### config.mk
export PLATFORM = sky130hd
export DESIGN_NAME = sys_ctrl_rec_flat
export DESIGN_NICKNAME = d
export VERILOG_FILES = /design/src/rtl/sys_ctrl_pkg.sv /design/src/rtl/sys_ctrl_rec_if.sv /design/src/rtl/sys_ctrl_rec.sv /design/src/flat_wrapper.sv
export SDC_FILE = /design/constraint.sdc
export NUM_CORES = 1
export LEC_CHECK = 0
export CAP_MARGIN = 0
export CORE_MARGIN = 4
export CORE_UTILIZATION = 49
export DETAILED_ROUTE_END_ITERATION = 6
export PLACE_DENSITY = 0.79
export SYNTH_ARGS = -nofsm -noshare
export SYNTH_HDL_FRONTEND = slang
export SYNTH_SLANG_ARGS = --single-unit
### constraint.sdc
create_clock -name CLK -period 3.1 [get_ports CLK]
set_input_delay 0.62 -clock CLK [delete_from_list [all_inputs] [get_ports CLK]]
set_output_delay 0.62 -clock CLK [all_outputs]
set_load 0.01 [all_outputs]
### src/rtl/sys_ctrl_pkg.sv
`default_nettype none
// ============================================================================
//  Module      : sys_ctrl_pkg
//  Description : Shared definitions for the system controller halves
//                (sys_ctrl_rec and sys_ctrl_send). Holds the command
//                opcodes, the fixed operand addresses and the state
//                encodings.
//  Revision    : 1.0 - initial release
// ============================================================================
package sys_ctrl_pkg;

    // First byte of every command frame
    localparam logic [7:0] CMD_WR      = 8'hAA;  // AA, addr, data
    localparam logic [7:0] CMD_RD      = 8'hBB;  // BB, addr
    localparam logic [7:0] CMD_ALU_OP  = 8'hCC;  // CC, A, B, fun
    localparam logic [7:0] CMD_ALU_NOP = 8'hDD;  // DD, fun

    // Register-file locations that hold the ALU operands
    localparam int unsigned OPA_ADDR = 0;
    localparam int unsigned OPB_ADDR = 1;

    // Receive-side FSM encoding
    typedef enum logic [2:0] {
        REC_IDLE     = 3'd0,
        REC_WR_ADDR  = 3'd1,
        REC_WR_DATA  = 3'd2,
        REC_RD_ADDR  = 3'd3,
        REC_OP_A     = 3'd4,
        REC_OP_B     = 3'd5,
        REC_ALU_FUN  = 3'd6,
        REC_ALU_WAIT = 3'd7
    } rec_state_e;

    // Send-side FSM encoding (used by sys_ctrl_send)
    typedef enum logic [2:0] {
        SEND_IDLE     = 3'd0,
        SEND_RD_DATA  = 3'd1,
        SEND_ALU_LSB  = 3'd2,
        SEND_ALU_MSB  = 3'd3,
        SEND_ALU_DONE = 3'd4
    } send_state_e;

endpackage : sys_ctrl_pkg
`default_nettype wire

### src/rtl/sys_ctrl_rec_if.sv
`default_nettype none
// ============================================================================
//  Module      : sys_ctrl_rec_if
//  Description : Bundle between the UART RX / sys_ctrl_send side and the
//                register file / ALU strobes of sys_ctrl_rec. The slave
//                modport is the receiver itself; the master modport is the
//                surrounding environment that feeds bytes and consumes
//                the strobes.
//  Revision    : 1.0 - initial release
// ============================================================================
interface sys_ctrl_rec_if #(
    parameter int DATA_WIDTH = 8,
    parameter int ADDR_WIDTH = 4,
    parameter int FUN_WIDTH  = 4
);

    // Byte stream and send-side completion
    logic [DATA_WIDTH-1:0] RX_P_DATA;
    logic                  RX_D_VLD;
    logic                  alu_out_done;

    // Register file / ALU control
    logic [ADDR_WIDTH-1:0] Address;
    logic                  WrEn;
    logic [DATA_WIDTH-1:0] WrData;
    logic                  RdEn;
    logic                  ALU_EN;
    logic [FUN_WIDTH-1:0]  ALU_FUN;
    logic                  CLK_EN;
    logic                  sys_ctrl_send_en;

    modport slave (
        input  RX_P_DATA,
        input  RX_D_VLD,
        input  alu_out_done,
        output Address,
        output WrEn,
        output WrData,
        output RdEn,
        output ALU_EN,
        output ALU_FUN,
        output CLK_EN,
        output sys_ctrl_send_en
    );

    modport master (
        output RX_P_DATA,
        output RX_D_VLD,
        output alu_out_done,
        input  Address,
        input  WrEn,
        input  WrData,
        input  RdEn,
        input  ALU_EN,
        input  ALU_FUN,
        input  CLK_EN,
        input  sys_ctrl_send_en
    );

endinterface : sys_ctrl_rec_if
`default_nettype wire

### src/rtl/sys_ctrl_rec.sv
`default_nettype none
// ============================================================================
//  Module      : sys_ctrl_rec
//  Description : Command receiver of the system controller. Parses the
//                RX byte stream into register write, register read and
//                ALU commands, drives the register-file / ALU strobes and
//                kicks sys_ctrl_send whenever a response byte will follow.
//                All outputs are registered.
//  Revision    : 1.0 - initial release
// ============================================================================
module sys_ctrl_rec
    import sys_ctrl_pkg::*;
#(
    parameter int DATA_WIDTH = 8,
    parameter int ADDR_WIDTH = 4,
    parameter int FUN_WIDTH  = 4
) (
    input  logic           CLK,
    input  logic           RST,   // synchronous, active-low
    sys_ctrl_rec_if.slave  bus
);

    rec_state_e            state_q,    state_d;
    logic [ADDR_WIDTH-1:0] addr_q,     addr_d;
    logic                  wr_en_q,    wr_en_d;
    logic [DATA_WIDTH-1:0] wr_data_q,  wr_data_d;
    logic                  rd_en_q,    rd_en_d;
    logic                  alu_en_q,   alu_en_d;
    logic [FUN_WIDTH-1:0]  alu_fun_q,  alu_fun_d;
    logic                  clk_en_q,   clk_en_d;
    logic                  send_en_q,  send_en_d;

    logic [DATA_WIDTH-1:0] rx_byte;
    logic                  rx_vld;
    logic                  alu_done;

    assign rx_byte  = bus.RX_P_DATA;
    assign rx_vld   = bus.RX_D_VLD;
    assign alu_done = bus.alu_out_done;

    // Next state and next output values; strobes default low, levels hold
    always_comb begin
        state_d   = state_q;
        addr_d    = addr_q;
        wr_data_d = wr_data_q;
        alu_fun_d = alu_fun_q;
        clk_en_d  = clk_en_q;
        wr_en_d   = 1'b0;
        rd_en_d   = 1'b0;
        alu_en_d  = 1'b0;
        send_en_d = 1'b0;

        case (state_q)
            REC_IDLE: begin
                // Unknown opcodes are silently discarded
                if (rx_vld) begin
                    if (rx_byte == DATA_WIDTH'(CMD_WR)) begin
                        state_d = REC_WR_ADDR;
                    end else if (rx_byte == DATA_WIDTH'(CMD_RD)) begin
                        state_d = REC_RD_ADDR;
                    end else if (rx_byte == DATA_WIDTH'(CMD_ALU_OP)) begin
                        state_d = REC_OP_A;
                    end else if (rx_byte == DATA_WIDTH'(CMD_ALU_NOP)) begin
                        state_d = REC_ALU_FUN;
                    end
                end
            end

            REC_WR_ADDR: begin
                if (rx_vld) begin
                    addr_d  = rx_byte[ADDR_WIDTH-1:0];
                    state_d = REC_WR_DATA;
                end
            end

            REC_WR_DATA: begin
                if (rx_vld) begin
                    wr_data_d = rx_byte;
                    wr_en_d   = 1'b1;
                    state_d   = REC_IDLE;
                end
            end

            REC_RD_ADDR: begin
                // The read data goes straight back out through sys_ctrl_send
                if (rx_vld) begin
                    addr_d    = rx_byte[ADDR_WIDTH-1:0];
                    rd_en_d   = 1'b1;
                    send_en_d = 1'b1;
                    state_d   = REC_IDLE;
                end
            end

            REC_OP_A: begin
                if (rx_vld) begin
                    addr_d    = ADDR_WIDTH'(OPA_ADDR);
                    wr_data_d = rx_byte;
                    wr_en_d   = 1'b1;
                    state_d   = REC_OP_B;
                end
            end

            REC_OP_B: begin
                if (rx_vld) begin
                    addr_d    = ADDR_WIDTH'(OPB_ADDR);
                    wr_data_d = rx_byte;
                    wr_en_d   = 1'b1;
                    state_d   = REC_ALU_FUN;
                end
            end

            REC_ALU_FUN: begin
                // Ungate the ALU clock together with the start strobe
                if (rx_vld) begin
                    alu_fun_d = rx_byte[FUN_WIDTH-1:0];
                    alu_en_d  = 1'b1;
                    send_en_d = 1'b1;
                    clk_en_d  = 1'b1;
                    state_d   = REC_ALU_WAIT;
                end
            end

            REC_ALU_WAIT: begin
                // Bytes arriving here are dropped; only the send side can
                // release us, and it does so even if a byte arrives together
                clk_en_d = 1'b1;
                if (alu_done) begin
                    clk_en_d = 1'b0;
                    state_d  = REC_IDLE;
                end
            end

            default: begin
                state_d = REC_IDLE;
            end
        endcase
    end

    // State and output registers with synchronous active-low reset
    always_ff @(posedge CLK) begin
        if (!RST) begin
            state_q   <= REC_IDLE;
            addr_q    <= '0;
            wr_en_q   <= 1'b0;
            wr_data_q <= '0;
            rd_en_q   <= 1'b0;
            alu_en_q  <= 1'b0;
            alu_fun_q <= '0;
            clk_en_q  <= 1'b0;
            send_en_q <= 1'b0;
        end else begin
            state_q   <= state_d;
            addr_q    <= addr_d;
            wr_en_q   <= wr_en_d;
            wr_data_q <= wr_data_d;
            rd_en_q   <= rd_en_d;
            alu_en_q  <= alu_en_d;
            alu_fun_q <= alu_fun_d;
            clk_en_q  <= clk_en_d;
            send_en_q <= send_en_d;
        end
    end

    assign bus.Address          = addr_q;
    assign bus.WrEn             = wr_en_q;
    assign bus.WrData           = wr_data_q;
    assign bus.RdEn             = rd_en_q;
    assign bus.ALU_EN           = alu_en_q;
    assign bus.ALU_FUN          = alu_fun_q;
    assign bus.CLK_EN           = clk_en_q;
    assign bus.sys_ctrl_send_en = send_en_q;

endmodule : sys_ctrl_rec
`default_nettype wire
### src/flat_wrapper.sv
// flat-port wrapper written by rule: the top's interface ports become plain ports
module sys_ctrl_rec_flat import sys_ctrl_pkg::*;
#(
    parameter int DATA_WIDTH = 8,
    parameter int ADDR_WIDTH = 4,
    parameter int FUN_WIDTH  = 4
)
  (CLK, RST, bus_RX_P_DATA, bus_RX_D_VLD, bus_alu_out_done, bus_Address, bus_WrEn, bus_WrData, bus_RdEn, bus_ALU_EN, bus_ALU_FUN, bus_CLK_EN, bus_sys_ctrl_send_en);
  sys_ctrl_rec_if #(.DATA_WIDTH(DATA_WIDTH), .ADDR_WIDTH(ADDR_WIDTH), .FUN_WIDTH(FUN_WIDTH)) bus_i ();
  input  logic CLK;
  input  logic RST;
  input wire logic [$bits(bus_i.RX_P_DATA)-1:0] bus_RX_P_DATA;
  input wire logic [$bits(bus_i.RX_D_VLD)-1:0] bus_RX_D_VLD;
  input wire logic [$bits(bus_i.alu_out_done)-1:0] bus_alu_out_done;
  output wire logic [$bits(bus_i.Address)-1:0] bus_Address;
  output wire logic [$bits(bus_i.WrEn)-1:0] bus_WrEn;
  output wire logic [$bits(bus_i.WrData)-1:0] bus_WrData;
  output wire logic [$bits(bus_i.RdEn)-1:0] bus_RdEn;
  output wire logic [$bits(bus_i.ALU_EN)-1:0] bus_ALU_EN;
  output wire logic [$bits(bus_i.ALU_FUN)-1:0] bus_ALU_FUN;
  output wire logic [$bits(bus_i.CLK_EN)-1:0] bus_CLK_EN;
  output wire logic [$bits(bus_i.sys_ctrl_send_en)-1:0] bus_sys_ctrl_send_en;
  assign bus_i.RX_P_DATA = bus_RX_P_DATA;
  assign bus_i.RX_D_VLD = bus_RX_D_VLD;
  assign bus_i.alu_out_done = bus_alu_out_done;
  assign bus_Address = bus_i.Address;
  assign bus_WrEn = bus_i.WrEn;
  assign bus_WrData = bus_i.WrData;
  assign bus_RdEn = bus_i.RdEn;
  assign bus_ALU_EN = bus_i.ALU_EN;
  assign bus_ALU_FUN = bus_i.ALU_FUN;
  assign bus_CLK_EN = bus_i.CLK_EN;
  assign bus_sys_ctrl_send_en = bus_i.sys_ctrl_send_en;
  sys_ctrl_rec #(.DATA_WIDTH(DATA_WIDTH), .ADDR_WIDTH(ADDR_WIDTH), .FUN_WIDTH(FUN_WIDTH)) u_core (.CLK(CLK), .RST(RST), .bus(bus_i));
endmodule
==> summary.md <==
| Metric | Value |
|---|---|
| Status | finished, final reports clean |
| Data arrival time of the critical path | 2.18 ns |
| Mapped cell area | 0.00110 mm² |
| XOR/XNOR share of the synthesized area | 0.795% |
| # IOs | 33 |
| Share of synthesized flip-flops with an asynchronous set or reset | 0% |
| Count of final max-slew check failures | 0 |
| Worst hold slack | 0.486 ns |
| Initial DRT Pass Iterations | 4 |
| I/O Buffers | 32 |
| Post-synthesis cell type count | 34 |
| Routed length per instance | 14.7 µm |
| Number of buffers on the longest clock path | 2 |
| Worst path max stage delay | 0.83 ns |
| Global-route usage over all layers | 17.2% |
| TritonCTS Buffers | 3 |
| Most common cell in the synthesized netlist | sky130_fd_sc_hd__dfxtp_1 |
| Number of inserted filler cells in the final layout | 173 |
| Buffering stage count on the worst path with inverters included | 1 |
| Min Clock Period, post-route | 1.98 ns |
| Worst slew margin relative to its limit | 60.2% |
| R2r setup slk | 1.47 ns |
| Dominant cells by area after synthesis | sky130_fd_sc_hd__dfxtp_1 (44%), sky130_fd_sc_hd__o221a_2 (7.2%), sky130_fd_sc_hd__mux2i_1 (4.5%) |
| Largest family of logic cells by synthesized area | compound AO/OA/AOI/OAI gates |
| Critical path peak fanout | 17 |
| Hold violation total from the final report | 0 |
| Worst IR drop on VDD | 0.298 mV |
| Startpoint kind of the worst setup timing path | input port |
| Clock Root Buffer | sky130_fd_sc_hd__clkbuf_4 |
| Measured slew at the worst slew-check pin | 0.596 ns |
| Clock latency on the worst-skew pair | 0.31 ns |
| Number of instances on the worst hold path | 2 |
| Post-DP HPWL | 1850 µm |
| Top delay family on crit path | buffers and inverters |
| Number of antenna-violating nets in the routed design | 0 |
| Part of the Yosys area used for sequential elements | 43.6% |
| Final total negative setup slack | 0 ns |
| Pin count of the biggest net entering global routing | 20 |
| Data required time at the worst endpoint | 3.30 ns |
| Clk sinks | 24 |
| Area of the core | 0.00204 mm² |
| Number of flip-flops and latches in the synthesized netlist | 24 |
| Gr ovfl total | 0 |
| Pwr per Cell Area | 358 mW/mm² |
| Total via count in the routed design | 989 |
| Final net count | 160 |
| Area of the die | 0.00307 mm² |
| Worst min-delay path category | reg -> reg |
| Post-synthesis to final-layout area growth | 31.4% |
| Post-synth top area cell | sky130_fd_sc_hd__dfxtp_1 |
| Cell type of the slowest stage on the worst timing path | sky130_fd_sc_hd__clkdlybuf4s50_1 |
| Most instantiated flip-flop cell in the synthesis netlist | sky130_fd_sc_hd__dfxtp_1 |
| Routed via count divided by cell count | 5.72 |
| Vias in the first global route | 937 |
| Drt drc | 0 |
| Per-instance average area after synthesis | 9.42 µm² |
| Max-Cap Viols | 0 |
| Register clock-pin slew on the reported worst setup and hold paths | 0.12 ns |
| Final setup violation count | 0 |
| Post-synth EDFFs | 0 |
| Achievable Freq | 505 MHz |
| Yosys warning count | 0 |
| First-pass GRT wire length | 4330 µm |
| Top post-synthesis cells by count | sky130_fd_sc_hd__dfxtp_1 (24), sky130_fd_sc_hd__nor2_1 (11), sky130_fd_sc_hd__nand2b_1 (8) |
| Effective utilization at floorplan | 54.0% |
| Diodes inserted | 0 |
| Critical path start-end classification | in -> reg |
| Leak | 0.535 nW |
| H-tree depth reported by CTS | 1 |
| Setup bufs post-CTS | 0 |
| Sequence of cells on the critical path | clkdlybuf4s50_1 -> nand4b_1 -> mux2i_1 -> nor2_1 |
| Simple-gate portion of the synthesized area | 21.7% |
| Maximum clock skew at final layout | 0.00122 ns |
| Placer's final routability congestion estimate | 0.800 |
| Die outline width | 55.4 µm |
| Share of layout cells above drive strength 1 | 11.6% |
| Count of standard-cell rows | 16 |
| Adder-cell share of the synthesized area | 0% |
| Post-CTS Resized | 0 |
| TritonCTS clock tree | done |
| Starting DRT DRC Count | 23 |
| Setup repair after global routing missed its margin | no |
| Number of cells on the critical path | 4 |
| Hold_buf cts | 0 |
| Antenna violations before repair | 0 |
| Top-area cell type share of the netlist area | 43.6% |
| Total wirelength of the detailed-routed design | 2540 µm |
| Synthesized-area fraction occupied by ao, oa, aoi and oai cells | 24.6% |
| Period Utilization, post-route | 63.9% |
| Multiplexer area fraction after synthesis | 4.54% |
| Critical path capture point type | register |
| Count of mapped cells out of synthesis | 117 |
| Die H | 55.4 µm |
| Reg2Reg Depth | 3 |
| Post-synth net total | 129 |
registers in the layout, indices dropped and copies added, names as in the netlist:
| name | count |
|---|---|
| u_core.bus.RdEn | 1 |
| u_core.bus.CLK_EN | 1 |
| u_core.bus.Address | 4 |
| u_core.bus.WrData | 8 |
| u_core.bus.ALU_EN | 1 |
| u_core.bus.WrEn | 1 |
| u_core.bus.sys_ctrl_send_en | 1 |
| u_core.state_q | 3 |
| u_core.bus.ALU_FUN | 4 |
cell type report:
type	count	area [µm²]	share of cell area (%)
clock buffer	3	22.5	1.55
inverter	4	15.0	1.04
multi-input combinational	82	569	39.3
sequential	24	480	33.2
tap	27	33.8	2.33
timing repair buffer	33	328	22.6
worst register-to-register path, cell delays in order (launching register included):
cell,delay [ns]
sky130_fd_sc_hd__dfxtp_1,0.64
sky130_fd_sc_hd__or3b_4,0.47
sky130_fd_sc_hd__a21oi_4,0.25
sky130_fd_sc_hd__o221a_2,0.22
kinds of logic (layout without fill, tap and decap cells):
group | Yosys count | in the layout
flip-flops | 24 | 24
buffers and inverters | 11 | 40
multiplexers | 5 | 5
AND/OR/NAND/NOR | 43 | 43
AO/OA/AOI/OAI | 33 | 33
XOR/XNOR | 1 | 1
final timing paths:
kind / from / endpoint
worst min-delay path: u_core.bus.WrData[0]$_SDFFE_PN0P_ / u_core.bus.WrData[0]$_SDFFE_PN0P_
worst max register to register: u_core.state_q[1]$_SDFFE_PN0P_ / u_core.bus.WrData[4]$_SDFFE_PN0P_
worst min register to register: u_core.bus.WrData[0]$_SDFFE_PN0P_ / u_core.bus.WrData[0]$_SDFFE_PN0P_
worst max-delay path: bus_RX_D_VLD / u_core.bus.ALU_FUN[2]$_SDFFE_PN0P_
stage by stage:
stage                     total power [W]  cells  worst slack, ns  util [%]  cell area [µm²]
after detailed placement         0.000391    170            0.788      69.9             1430
after global placement           0.000390    170            0.846      69.9             1430
after floorplan                  0.000358    117             1.65         -             1100
after global routing             0.000538    173            0.974      71.0             1450
final                            0.000519    173             1.12      71.0             1450
after CTS                        0.000524    173             1.13      71.0             1450
where the power goes:
part	switching, W	internal, W	leakage (nW)
clock network	0.0000885	0.0000454	0.0138
registers	0.00000585	0.000313	0.194
logic	0.0000318	0.0000342	0.327
total	0.000126	0.000393	0.535
metal layers:
metal	global-route usage (%)	share of wire, %	vias up
met4	5.21	0.83	0
met3	3.96	6.4	4
met5	0	0	-
met2	29.6	48	33
met1	21.1	45	457
li1	-	-	495
cells in the final DEF, fill, tap and decap left out, types with 4 or more instances in the layout:
| master | Yosys | layout |
|---|---|---|
| sky130_fd_sc_hd__a21oi_1 | 7 | 7 |
| sky130_fd_sc_hd__clkdlybuf4s50_1 | 0 | 32 |
| sky130_fd_sc_hd__dfxtp_1 | 24 | 24 |
| sky130_fd_sc_hd__inv_1 | 4 | 4 |
| sky130_fd_sc_hd__mux2i_1 | 5 | 5 |
| sky130_fd_sc_hd__nand2_1 | 7 | 7 |
| sky130_fd_sc_hd__nand2b_1 | 8 | 8 |
| sky130_fd_sc_hd__nand3_1 | 4 | 4 |
| sky130_fd_sc_hd__nor2_1 | 11 | 11 |
| sky130_fd_sc_hd__o21ai_0 | 6 | 6 |
| sky130_fd_sc_hd__o221a_2 | 7 | 7 |
No activity file was read; power rests on OpenSTA's default activity.
